<file path="config.mk">
export PLATFORM = sky130hd
export DESIGN_NAME = viterbi_decoder
export DESIGN_NICKNAME = d
export VERILOG_FILES = /design/src/rtl/viterbi_pkg.sv /design/src/rtl/viterbi_acs.sv /design/src/rtl/viterbi_decoder.sv
export SDC_FILE = /design/constraint.sdc
export NUM_CORES = 1
export LEC_CHECK = 0
export ABC_AREA = 0
export BUFFER_PORTS_ARGS = -buffer_cell sky130_fd_sc_hd__buf_2
export CAP_MARGIN = 5
export CORE_MARGIN = 10
export CORE_UTILIZATION = 69
export CTS_CLUSTER_SIZE = 28
export DETAILED_ROUTE_END_ITERATION = 6
export GPL_ROUTABILITY_DRIVEN = 1
export PLACE_DENSITY = 0.86
export SETUP_SLACK_MARGIN = 0.05
export SYNTH_ARGS = -nofsm -noshare
export SYNTH_HDL_FRONTEND = slang
export SYNTH_SLANG_ARGS = --single-unit
</file>
<file path="constraint.sdc">
create_clock -name clk -period 17.3 [get_ports clk]
set_input_delay 1.73 -clock clk [delete_from_list [all_inputs] [get_ports clk]]
set_output_delay 1.73 -clock clk [all_outputs]
set_load 0.005 [all_outputs]
</file>
<file path="src/rtl/viterbi_pkg.sv">
// Code definition shared by the rate-1/2, K=3 encoder and its Viterbi decoder.
package viterbi_pkg;

   localparam int K = 3;
   localparam logic [2:0] G0 = 3'b111;
   localparam logic [2:0] G1 = 3'b101;
   localparam int NSTATES = 4;

   typedef logic [1:0] state_t;

   // Symbol emitted when input bit b enters an encoder in state {s1, s0}.
   function automatic logic [1:0] expected_sym(state_t state, logic b);
      logic [2:0] taps;
      taps = {b, state};
      return {^(taps & G0), ^(taps & G1)};
   endfunction

endpackage

</file>
<file path="src/rtl/viterbi_acs.sv">
// One add-compare-select unit: saturating adds, ties go to the s0 = 0 predecessor.
module viterbi_acs #(
   parameter int PM_W = 7
) (
   input  logic [PM_W-1:0] pm0_i,
   input  logic [PM_W-1:0] pm1_i,
   input  logic [1:0]      bm0_i,
   input  logic [1:0]      bm1_i,
   output logic [PM_W-1:0] pm_o,
   output logic            dec_o
);

   logic [PM_W:0]   sum0, sum1;
   logic [PM_W-1:0] sat0, sat1;

   always_comb begin
      sum0 = {1'b0, pm0_i} + {{(PM_W-1){1'b0}}, bm0_i};
      sum1 = {1'b0, pm1_i} + {{(PM_W-1){1'b0}}, bm1_i};
      // The carry out marks an overflow, so clamp to the all-ones ceiling.
      sat0 = sum0[PM_W] ? {PM_W{1'b1}} : sum0[PM_W-1:0];
      sat1 = sum1[PM_W] ? {PM_W{1'b1}} : sum1[PM_W-1:0];
      dec_o = (sat1 < sat0);
      pm_o  = dec_o ? sat1 : sat0;
   end

endmodule

</file>
<file path="src/rtl/viterbi_decoder.sv">
// Hard-decision register-exchange Viterbi decoder for the encoder2 code.
module viterbi_decoder
   import viterbi_pkg::*;
#(
   parameter int TB_DEPTH = 16,
   parameter int PM_W     = 7
) (
   input  logic       clk,
   input  logic       rst,
   input  logic       enable,
   input  logic [1:0] d_in,
   output logic       d_out
);

   localparam logic [PM_W-1:0] PM_MAX = {PM_W{1'b1}};

   logic [PM_W-1:0]     pm_q [NSTATES];
   logic [PM_W-1:0]     pm_d [NSTATES];
   logic [PM_W-1:0]     acs_pm [NSTATES];
   logic                acs_dec [NSTATES];
   logic [TB_DEPTH-1:0] surv_q [NSTATES];
   logic [TB_DEPTH-1:0] surv_d [NSTATES];
   logic [TB_DEPTH-1:0] surv_new [NSTATES];
   logic                d_out_q, d_out_d;
   logic [PM_W-1:0]     min_pm;
   state_t              best;

   // New state {b, x} is reached from {x, 0} and {x, 1} by input bit b.
   for (genvar gi = 0; gi < NSTATES; gi++) begin : g_state
      localparam int   P0 = (gi % 2) * 2;
      localparam int   P1 = P0 + 1;
      localparam logic NB = 1'(gi / 2);

      logic [1:0]          e0, e1, bm0, bm1;
      logic [TB_DEPTH-1:0] prev_surv;

      assign e0  = expected_sym(state_t'(P0), NB) ^ d_in;
      assign e1  = expected_sym(state_t'(P1), NB) ^ d_in;
      assign bm0 = {e0[1] & e0[0], e0[1] ^ e0[0]};
      assign bm1 = {e1[1] & e1[0], e1[1] ^ e1[0]};

      viterbi_acs #(.PM_W(PM_W)) u_acs (
         .pm0_i (pm_q[P0]),
         .pm1_i (pm_q[P1]),
         .bm0_i (bm0),
         .bm1_i (bm1),
         .pm_o  (acs_pm[gi]),
         .dec_o (acs_dec[gi])
      );

      assign prev_surv    = acs_dec[gi] ? surv_q[P1] : surv_q[P0];
      assign surv_new[gi] = {prev_surv[TB_DEPTH-2:0], NB};
   end

   always_comb begin
      min_pm  = acs_pm[0];
      best    = 2'd0;
      for (int i = 1; i < NSTATES; i++) begin
         if (acs_pm[i] < min_pm) begin
            min_pm = acs_pm[i];
            best   = state_t'(i);
         end
      end
      d_out_d = d_out_q;
      for (int i = 0; i < NSTATES; i++) begin
         pm_d[i]   = pm_q[i];
         surv_d[i] = surv_q[i];
      end
      if (enable) begin
         for (int i = 0; i < NSTATES; i++) begin
            pm_d[i]   = acs_pm[i] - min_pm;
            surv_d[i] = surv_new[i];
         end
         d_out_d = surv_new[best][TB_DEPTH-1];
      end
   end

   always_ff @(posedge clk or negedge rst) begin
      if (!rst) begin
         for (int i = 0; i < NSTATES; i++) begin
            pm_q[i]   <= (i == 0) ? '0 : PM_MAX;
            surv_q[i] <= '0;
         end
         d_out_q <= 1'b0;
      end else begin
         for (int i = 0; i < NSTATES; i++) begin
            pm_q[i]   <= pm_d[i];
            surv_q[i] <= surv_d[i];
         end
         d_out_q <= d_out_d;
      end
   end

   assign d_out = d_out_q;

endmodule

</file>
==> key figures, run 1 <==
Timing
  • Final Skew: 8.94 ps
  • Hold Violations, Final: 0
  • Relative slew slack: 0.278
  • Final setup fails: 0
  • Worst Tran Pin Value: 1050 ps
  • Post-layout min period: 12,980 ps
  • TNS Setup: 0 ps
  • RSZ-0062 raised after global routing: no
  • Max Freq: 0.0771 GHz
  • Final Slew Violations: 0
  • Tcrit/Tclk final: 0.750

Synth
  • Count of state elements after synthesis: 84
  • Syn nets: 1,110
  • Area leader, netlist: dfrtp_1
  • Synth async-reset ratio: 1.00
  • Synthesized instance count: 1,047
  • Most used DFF post-synth: dfrtp_1
  • Synth warnings: 0
  • Avg Synthesized Cell Area: 8.14 um^2
  • Synth cell types: 96
  • Mapped Area: 0.00852 mm^2
  • EDFF count, synth: 0
  • Sequential area share after synthesis: 0.250
  • Synth top area share: 0.185
  • Ranking of synthesized cells by area: dfrtp_1, mux2i_1, ha_1

Critical path
  • Worst r2r path cells: 44
  • Setup CP Type: input pin to flop
  • Startpoint Class: input pin
  • Cell family with most CP delay: compound AO/OA/AOI/OAI gates
  • Setup slack, reg-to-reg: 5860 ps
  • Cell mode on critical path: ha_1
  • R2r startpoint: pm_q[1]
  • CP Capture Type: flop
  • CP Buf/Inv Count: 5
  • CP required: 17,530 ps
  • CP max-delay cell: mux2i_1
  • CP max stage delay: 890 ps
  • Arrival @ worst endpoint: 13,210 ps
  • Max Fanout on Critical Path: 23
  • Crit Reg-Reg Endpoint: pm_q[27]

Layout
  • N_diodes: 0
  • Nets: 1,085
  • Commonest non-fill, non-tap cell in the layout: nor2_1
  • Layout area overhead: 3.88%
  • Share of cells above drive strength 1: 0.110
  • Most frequent cells in the layout: nor2_1, a21oi_1, mux2i_1, nand2_1

GRT
  • Largest net degree at the start of global routing: 87
  • First-pass GRT wire length: 35,000 um
  • Initial antenna violation count: 0
  • GRT Util Overall: 0.240
  • Vias in the first global route: 7,291
  • Total grt overflow: 0

Min path
  • Min-Delay Path Class: flop to flop
  • Hold EP: pm_q[14]
  • Worst Hold Depth: 2
  • Hold path start: pm_q[14]

CTS
  • Root Buffer: clkbuf_16
  • Cts hold-fix bufs: 0
  • Clk_lat worst skew: 360 ps
  • CTS Buf Count: 9
  • Worst-path clk slew: 60 ps
  • Clock Sinks: 84
  • Post_cts resized: 0
  • CTS Buffer Depth: 2
  • Post-CTS Repair Setup Buffers: 0
  • CTS tree: built
  • Max H-tree Level: 3

Floorplan
  • DIE AREA: 0.0172 mm^2
  • Initial Utilization: 0.706
  • FP Rows: 40
  • Core area: 0.0121 mm^2
  • Die height: 131 um
  • Die width: 131 um
  • I/O pin total: 6

Flow run
  • Max cap viols: 0

Route
  • Via density: 6.38
  • Pre-antenna DRT Iters: 5
  • First-iteration detailed-routing DRC count: 664
  • Routed wire per std cell: 17.6 um
  • Via count: 7,630
  • WL final: 21,100 um
  • DRC Markers: 0
  • Detail Route Antenna Nets: 0

Placed design
  • Hpwl dp: 16,100 um
  • Routability cong.: 0.987
  • # port buffers: 5

Status
  • Status: finished, final reports clean
-- kinds of logic (layout without fill, tap and decap cells) --
logic type,Yosys count,after routing,share of synthesized area
xor gates and xnor gates,53,53,0.0545
muxes,104,104,0.126
buffers and inverters,112,92,0.0568
DFF,84,84,0.250
and+or+nand+nor,328,328,0.183
AOI/OAI and AO/OA,297,297,0.231
adders and majority gates,69,69,0.0987
-- how the worst max path moves through the flow --
stage                 start        to  slack (ps)  depth (start not counted)
floorplan           d_in[0]   pm_q[6]        6130                         47
global placement    d_in[0]  pm_q[27]        4580                         48
CTS                 d_in[0]  pm_q[27]        4580                         48
detailed placement  d_in[0]  pm_q[27]        4230                         48
finish              d_in[0]  pm_q[27]        4320                         48
global route        d_in[0]  pm_q[27]        3320                         48
-- cell type report --
type	instances	area [um^2]
Tap cell	168	210
Inverter	63	236
Multi-Input combinational cell	851	5910
Clock buffer	11	233
Fill cell	950	3210
Clock inverter	5	37.5
Timing Repair Buffer	13	90.1
Sequential cell	84	2130
-- sequential cells by signal, indices dropped and copies added (netlist names) --
signal / cells
surv_q: 55
d_out: 1
pm_q: 28
-- synth_stat cells (5+ instances only) --
cell type  number
o21ai_0        38
nor2b_1         7
a21oi_1       118
nor2_1        142
mux2i_1        85
or2_2           6
inv_1          63
mux2_2         16
a211o_1         7
maj3_1          7
dfrtp_1        63
o21a_1         12
xnor2_1        37
nand2b_1       11
o211ai_1        9
a21o_1         14
o22ai_1        10
clkbuf_1       26
nand4_1         8
ha_1           58
o21ai_1         8
and3_1          7
a31oi_1         8
and2_1          5
nand2_1        70
a211oi_1        9
nor3_1         18
nand3_1        22
xor2_1         16
dfstp_2        21
buf_2          11
-- stage by stage --
stage                     hold WS (ps)  utilization  worst slack (ps)  cell area (um^2)  instances
after floorplan                    439            -              6130              8520       1047
after global placement             455        0.711              4580              8580       1179
after detailed placement           454        0.711              4230              8580       1179
after CTS                          475        0.734              4580              8850       1195
after global routing               493        0.734              3320              8850       1195
final                              476        0.734              4320              8850       1195
-- routing by layer --
metal	wire (um)	GRT usage	up-vias	part of all wire
met5	0	0	-	0
met4	717	0.120	0	0.034
met3	1250	0.0404	57	0.059
met2	9830	0.387	261	0.47
met1	9290	0.303	3593	0.44
li1	-	-	3719	-
-- tightest hold or removal path, stage by stage, from the launching register on --
cell     delay (ps)
dfstp_2         380
inv_1            40
mux2i_1          50
Power of run 1 is left out: the tool's default activity adds up to more than one toggle a clock period on the data nets, which glitch-free logic cannot reach.
==> run 2, diff against run 1 <==
--- a/config.mk
+++ b/config.mk
@@ -9,11 +9,11 @@
 export BUFFER_PORTS_ARGS = -buffer_cell sky130_fd_sc_hd__buf_2
 export CAP_MARGIN = 5
 export CORE_MARGIN = 10
-export CORE_UTILIZATION = 69
+export CORE_UTILIZATION = 59
 export CTS_CLUSTER_SIZE = 28
 export DETAILED_ROUTE_END_ITERATION = 6
 export GPL_ROUTABILITY_DRIVEN = 1
-export PLACE_DENSITY = 0.86
+export PLACE_DENSITY = 0.78
 export SETUP_SLACK_MARGIN = 0.05
 export SYNTH_ARGS = -nofsm -noshare
 export SYNTH_HDL_FRONTEND = slang
==> constraint.sdc (replaced) <==
create_clock -name clk -period 10.74 [get_ports clk]
set_input_delay 1.074 -clock clk [delete_from_list [all_inputs] [get_ports clk]]
set_output_delay 1.074 -clock clk [all_outputs]
set_load 0.005 [all_outputs]
==> run 2 against run 1 <==
- cell count grew 2.8%
- routed wire length rose by 0.42%
- non-clock buffer count grew 21
- clock skew is 2.2 ps lower
- critical path depth shrank 3
- critical path type unchanged
- highest routed layer unchanged
==> key figures, run 2 (synthesized netlist as in run 1, its figures left out) <==
GRT
  • GRT Util Overall: 0.212 (was 0.240)
  • Vias in the first global route: 7,143 (was 7,291)
  • Largest net degree at the start of global routing: 116 (was 87)
  • Total grt overflow: 0 (unchanged)
  • Initial antenna violation count: 0 (unchanged)
  • First-pass GRT wire length: 35,300 um (was 35,000 um)

Route
  • First-iteration detailed-routing DRC count: 683 (was 664)
  • Detail Route Antenna Nets: 0 (unchanged)
  • Pre-antenna DRT Iters: 6 (was 5)
  • WL final: 21,200 um (was 21,100 um)
  • Routed wire per std cell: 17.2 um (was 17.6 um)
  • Via count: 7,644 (was 7,630)
  • Via density: 6.22 (was 6.38)
  • DRC Markers: 0 (unchanged)

Timing
  • Final Skew: 6.74 ps (was 8.94 ps)
  • RSZ-0062 raised after global routing: no (unchanged)
  • Worst Tran Pin Value: 1070 ps (was 1050 ps)
  • Hold Violations, Final: 0 (unchanged)
  • Post-layout min period: 9930 ps
  • Tcrit/Tclk final: 0.925
  • Relative slew slack: 0.268 (was 0.278)
  • Max Freq: 0.101 GHz
  • Final Slew Violations: 0 (unchanged)
  • TNS Setup: 0 ps (unchanged)
  • Final WS setup: 809 ps (was 4320 ps)
  • Final setup fails: 0 (unchanged)

Floorplan
  • Initial Utilization: 0.609 (was 0.706)
  • I/O pin total: 6 (unchanged)
  • FP Rows: 43 (was 40)
  • Die height: 140 um (was 131 um)
  • Die width: 140 um (was 131 um)
  • Core area: 0.0140 mm^2 (was 0.0121 mm^2)
  • DIE AREA: 0.0196 mm^2 (was 0.0172 mm^2)

Layout
  • Finished Layout Cells: 1,228 (was 1,195)
  • Commonest non-fill, non-tap cell in the layout: nor2_1 (unchanged)
  • Share of cells above drive strength 1: 0.144 (was 0.110)
  • N_diodes: 0 (unchanged)
  • Top reg by flops: surv_q (unchanged)
  • Fin util: 0.657 (was 0.734)
  • Most frequent cells in the layout: nor2_1, a21oi_1, mux2i_1, nand2_1 (unchanged)
  • Nets: 1,106 (was 1,085)
  • Layout area overhead: 7.95% (was 3.88%)
  • Max reg flops: 55 (unchanged)

Critical path
  • Crit Reg-Reg Endpoint: pm_q[13] (was pm_q[27])
  • CP required: 11,020 ps (was 17,530 ps)
  • Setup CP Type: input pin to flop (unchanged)
  • CP Capture Type: flop (unchanged)
  • Worst r2r path cells: 42 (was 44)
  • Startpoint Class: input pin (unchanged)
  • CP max-delay cell: or3b_2 (was mux2i_1)
  • Cell mode on critical path: ha_1 (unchanged)
  • CP max stage delay: 520 ps (was 890 ps)
  • Worst Setup SP: d_in[0] (unchanged)
  • Max Fanout on Critical Path: 7 (was 23)
  • Arrival @ worst endpoint: 10,210 ps (was 13,210 ps)
  • R2r startpoint: pm_q[15] (was pm_q[1])
  • Setup slack, reg-to-reg: 1510 ps (was 5860 ps)

Placed design
  • Placed cells: 1,209 (was 1,179)
  • Hpwl dp: 16,000 um (was 16,100 um)
  • Post-place setup slack: -49.2 ps (was 4230 ps)
  • # port buffers: 5 (unchanged)
  • Routability cong.: 0.947 (was 0.987)

Flow run
  • Max cap viols: 0 (unchanged)

CTS
  • Clk_lat worst skew: 350 ps (was 360 ps)
  • Max H-tree Level: 3 (unchanged)
  • CTS tree: built (unchanged)
  • CTS Buffer Depth: 2 (unchanged)
  • Root Buffer: clkbuf_16 (unchanged)
  • CTS Buf Count: 9 (unchanged)
  • Worst-path clk slew: 70 ps (was 60 ps)
  • Clock Sinks: 84 (unchanged)

Min path
  • Worst Hold Depth: 2 (unchanged)
  • Hold EP: pm_q[7] (was pm_q[14])
  • Min-Delay Path Class: flop to flop (unchanged)
  • Hold path start: pm_q[7] (was pm_q[14])

Status
  • Status: finished, final reports clean (unchanged)
-- run 2: repair_timing --
action,in CTS,in global routing
resized for setup,0,22
setup buffers,0,3
hold buffers,0,0
endpoints found under the setup margin,0,24
-- run 2: cell type report --
class                      count  area, um^2
clock buffer                   9         225
clock inverter                 7         128
fill                        1197        4790
inverter                      63         236
multi-input combinational    851        6000
sequential                    84        2130
tap                          180         225
timing repair buffer          34         248
-- run 2: per-stage QoR --
stage | hold slack (ps) | area [um^2]
CTS | 474 | 9080
finish | 473 | 9200
global route | 497 | 9200
detailed placement | 459 | 8730
global placement | 452 | 8730
floorplan | 439 | 8520
-- run 2: worst max-delay path, delay by kind of cell --
| family | cells | cell delay (ps) |
|---|---|---|
| AO/OA/AOI/OAI | 16 | 3380 |
| adder cells (fa/ha/maj) | 11 | 3050 |
| AND/OR/NAND/NOR | 11 | 1710 |
| buffers and inverters | 5 | 600 |
| multiplexers | 1 | 260 |
| XOR/XNOR | 1 | 140 |
-- run 2: worst max-delay path by stage --
| stage | to | depth (start not counted) |
|---|---|---|
| 6_report | pm_q[13] | 45 |
| 5_1_grt | pm_q[6] | 50 |
| 4_1_cts | pm_q[27] | 46 |
| 3_5_place_dp | pm_q[27] | 46 |
| 3_3_place_gp | pm_q[6] | 45 |
| 2_1_floorplan | pm_q[6] | 47 |
-- run 2: layer usage --
layer / share of wire / vias to the layer above / track usage
met5: 0 / - / 0
met4: 0.027 / 0 / 0.0685
met3: 0.060 / 51 / 0.0443
met2: 0.46 / 243 / 0.335
met1: 0.46 / 3590 / 0.281
li1: - / 3760 / -
Power of run 2 is left out for the same reason.
==> run 3, diff against run 2 <==
--- a/config.mk
+++ b/config.mk
@@ -13,6 +13,7 @@
 export CTS_CLUSTER_SIZE = 28
 export DETAILED_ROUTE_END_ITERATION = 6
 export GPL_ROUTABILITY_DRIVEN = 1
+export GPL_TIMING_DRIVEN = 0
 export PLACE_DENSITY = 0.78
 export SETUP_SLACK_MARGIN = 0.05
 export SYNTH_ARGS = -nofsm -noshare
==> run 3 against run 2 <==
- worst setup slack got worse by 480 ps
- worst hold slack improved by 2.9 ps
- critical path type unchanged
- routed wire length increased by 16%
- first-iteration DRC count increased by 18%
- cell count increased by 3.4%
- die area unchanged
- non-clock buffer count increased by 42
- maximum frequency decreased by 4.7%
- critical path depth increased by 3
- register-to-register slack got worse by 410 ps
- core utilization increased by 2.5 points
- clock-buffer cell count increased by 3
==> key figures, run 3 (synthesized netlist as in run 1, its figures left out) <==
Layout
  • Layout area overhead: 12.0% (was 7.95%)
  • Area of the multi-input gates: 0.00617 mm^2 (was 0.00600 mm^2)
  • Finished Layout Cells: 1,270 (was 1,228)
  • Nets: 1,148 (was 1,106)
  • Seq. cell area: 0.00213 mm^2 (unchanged)
  • Max reg flops: 55 (unchanged)
  • Fin util: 0.682 (was 0.657)
  • N_diodes: 0 (unchanged)
  • FILL cells: 1,135 (was 1,197)
  • Most frequent cells in the layout: nor2_1, a21oi_1, mux2i_1, nand2_1, dfrtp_1 (was nor2_1, a21oi_1, mux2i_1, nand2_1)
  • Share of cells above drive strength 1: 0.172 (was 0.144)
  • Commonest non-fill, non-tap cell in the layout: nor2_1 (unchanged)
  • Top reg by flops: surv_q (unchanged)

Route
  • Pre-antenna DRT Iters: 5 (was 6)
  • Via count: 8,082 (was 7,644)
  • WL final: 24,600 um (was 21,200 um)
  • Via density: 6.36 (was 6.22)
  • Routed wire per std cell: 19.4 um (was 17.2 um)
  • First-iteration detailed-routing DRC count: 809 (was 683)
  • Detail Route Antenna Nets: 0 (unchanged)
  • DRC Markers: 0 (unchanged)

Placed design
  • Placed cells: 1,233 (was 1,209)
  • Hpwl dp: 18,200 um (was 16,000 um)
  • # port buffers: 5 (unchanged)
  • Post-place setup slack: -1910 ps (was -49.2 ps)
  • Routability cong.: 0.964 (was 0.947)

Critical path
  • Worst r2r path cells: 43 (was 42)
  • R2r startpoint: pm_q[4] (was pm_q[15])
  • Setup CP Type: input pin to flop (unchanged)
  • Worst Setup SP: d_in[0] (unchanged)
  • Cell mode on critical path: nand2_1 (was ha_1)
  • CP Capture Type: flop (unchanged)
  • CP required: 11,010 ps (was 11,020 ps)
  • Setup slack, reg-to-reg: 1100 ps (was 1510 ps)
  • CP max-delay cell: or3b_2 (unchanged)
  • Arrival @ worst endpoint: 10,690 ps (was 10,210 ps)
  • Max Fanout on Critical Path: 10 (was 7)
  • End point of the critical path: pm_q[13] (unchanged)
  • Crit Reg-Reg Endpoint: pm_q[13] (unchanged)
  • Startpoint Class: input pin (unchanged)
  • CP max stage delay: 510 ps (was 520 ps)

CTS
  • CTS tree: built (unchanged)
  • Max H-tree Level: 3 (unchanged)
  • Clk_lat worst skew: 350 ps (about the same)
  • Cts hold-fix bufs: 0 (unchanged)
  • Worst-path clk slew: 60 ps (was 70 ps)
  • Clock Sinks: 84 (unchanged)
  • CTS Buf Count: 9 (unchanged)
  • CTS Buffer Depth: 2 (unchanged)
  • Root Buffer: clkbuf_16 (unchanged)

Timing
  • Worst hold margin: 476 ps (was 473 ps)
  • Worst Tran Pin Value: 1050 ps (was 1070 ps)
  • Max Freq: 0.0960 GHz (was 0.101 GHz)
  • Final setup fails: 0 (unchanged)
  • Final Skew: 8.37 ps (was 6.74 ps)
  • Final Slew Violations: 0 (unchanged)
  • Final WS setup: 324 ps (was 809 ps)
  • Relative slew slack: 0.282 (was 0.268)
  • Post-layout min period: 10,420 ps (was 9930 ps)
  • Tcrit/Tclk final: 0.970 (was 0.925)
  • Hold Violations, Final: 0 (unchanged)

Floorplan
  • I/O pin total: 6 (unchanged)
  • DIE AREA: 0.0196 mm^2 (unchanged)
  • Initial Utilization: 0.609 (unchanged)
  • Core area: 0.0140 mm^2 (unchanged)
  • Die height: 140 um (unchanged)
  • FP Rows: 43 (unchanged)
  • Die width: 140 um (unchanged)

Status
  • Status: finished, final reports clean (unchanged)

GRT
  • Largest net degree at the start of global routing: 45 (was 116)
  • Total grt overflow: 0 (unchanged)
  • Initial antenna violation count: 0 (unchanged)
  • GRT Util Overall: 0.237 (was 0.212)
  • First-pass GRT wire length: 38,600 um (was 35,300 um)
  • Vias in the first global route: 7,442 (was 7,143)

Min path
  • Hold path start: surv_q[0] (was pm_q[7])
  • Min-Delay Path Class: flop to flop (unchanged)

Flow run
  • Max cap viols: 0 (unchanged)
-- run 3: metal layers --
layer / track usage / up-vias / share of wire
li1: - / 3846 / -
met1: 0.314 / 3850 / 0.43
met2: 0.378 / 326 / 0.46
met3: 0.0294 / 60 / 0.074
met4: 0.109 / 0 / 0.035
met5: 0 / - / 0
-- run 3: worst max-delay path, delay by kind of cell --
family	cells	cell delay, ps
adders and majority gates	10	2710
xor gates and xnor gates	2	210
and+or+nand+nor	10	1580
buffers and inverters	9	1330
AOI/OAI and AO/OA	16	3500
muxes	1	280
-- run 3: how the worst min path moves through the flow --
stage | slack, ps | cells past startpoint | end
2_1_floorplan | 440 | 1 | surv_q[0]
3_3_place_gp | 450 | 1 | surv_q[0]
3_5_place_dp | 460 | 1 | surv_q[0]
4_1_cts | 470 | 1 | surv_q[0]
5_1_grt | 490 | 1 | surv_q[0]
6_report | 480 | 1 | surv_q[0]
-- run 3: repair_timing --
action,CTS,global route
setup buffers,8,12
resized for setup,30,37
pin swaps,3,10
endpoints found under the setup margin,29,24
gates cloned,0,1
-- run 3: final cells by class --
type	instances	share of cell area
sequential	84	0.223
clock inverter	4	0.00590
inverter	63	0.0248
clock buffer	12	0.0269
multi-input combinational	851	0.647
tap	180	0.0236
buffer	49	0.0278
timing repair buffer	27	0.0212
-- run 3: per-stage QoR --
step / instance area (um^2) / TNS (ps)
after global placement: 8770 / -41330
after CTS: 9280 / 0
after floorplan: 8520 / 0
final: 9540 / 0
after global routing: 9540 / -339
after detailed placement: 8790 / -41200
Power of run 3 is left out for the same reason.
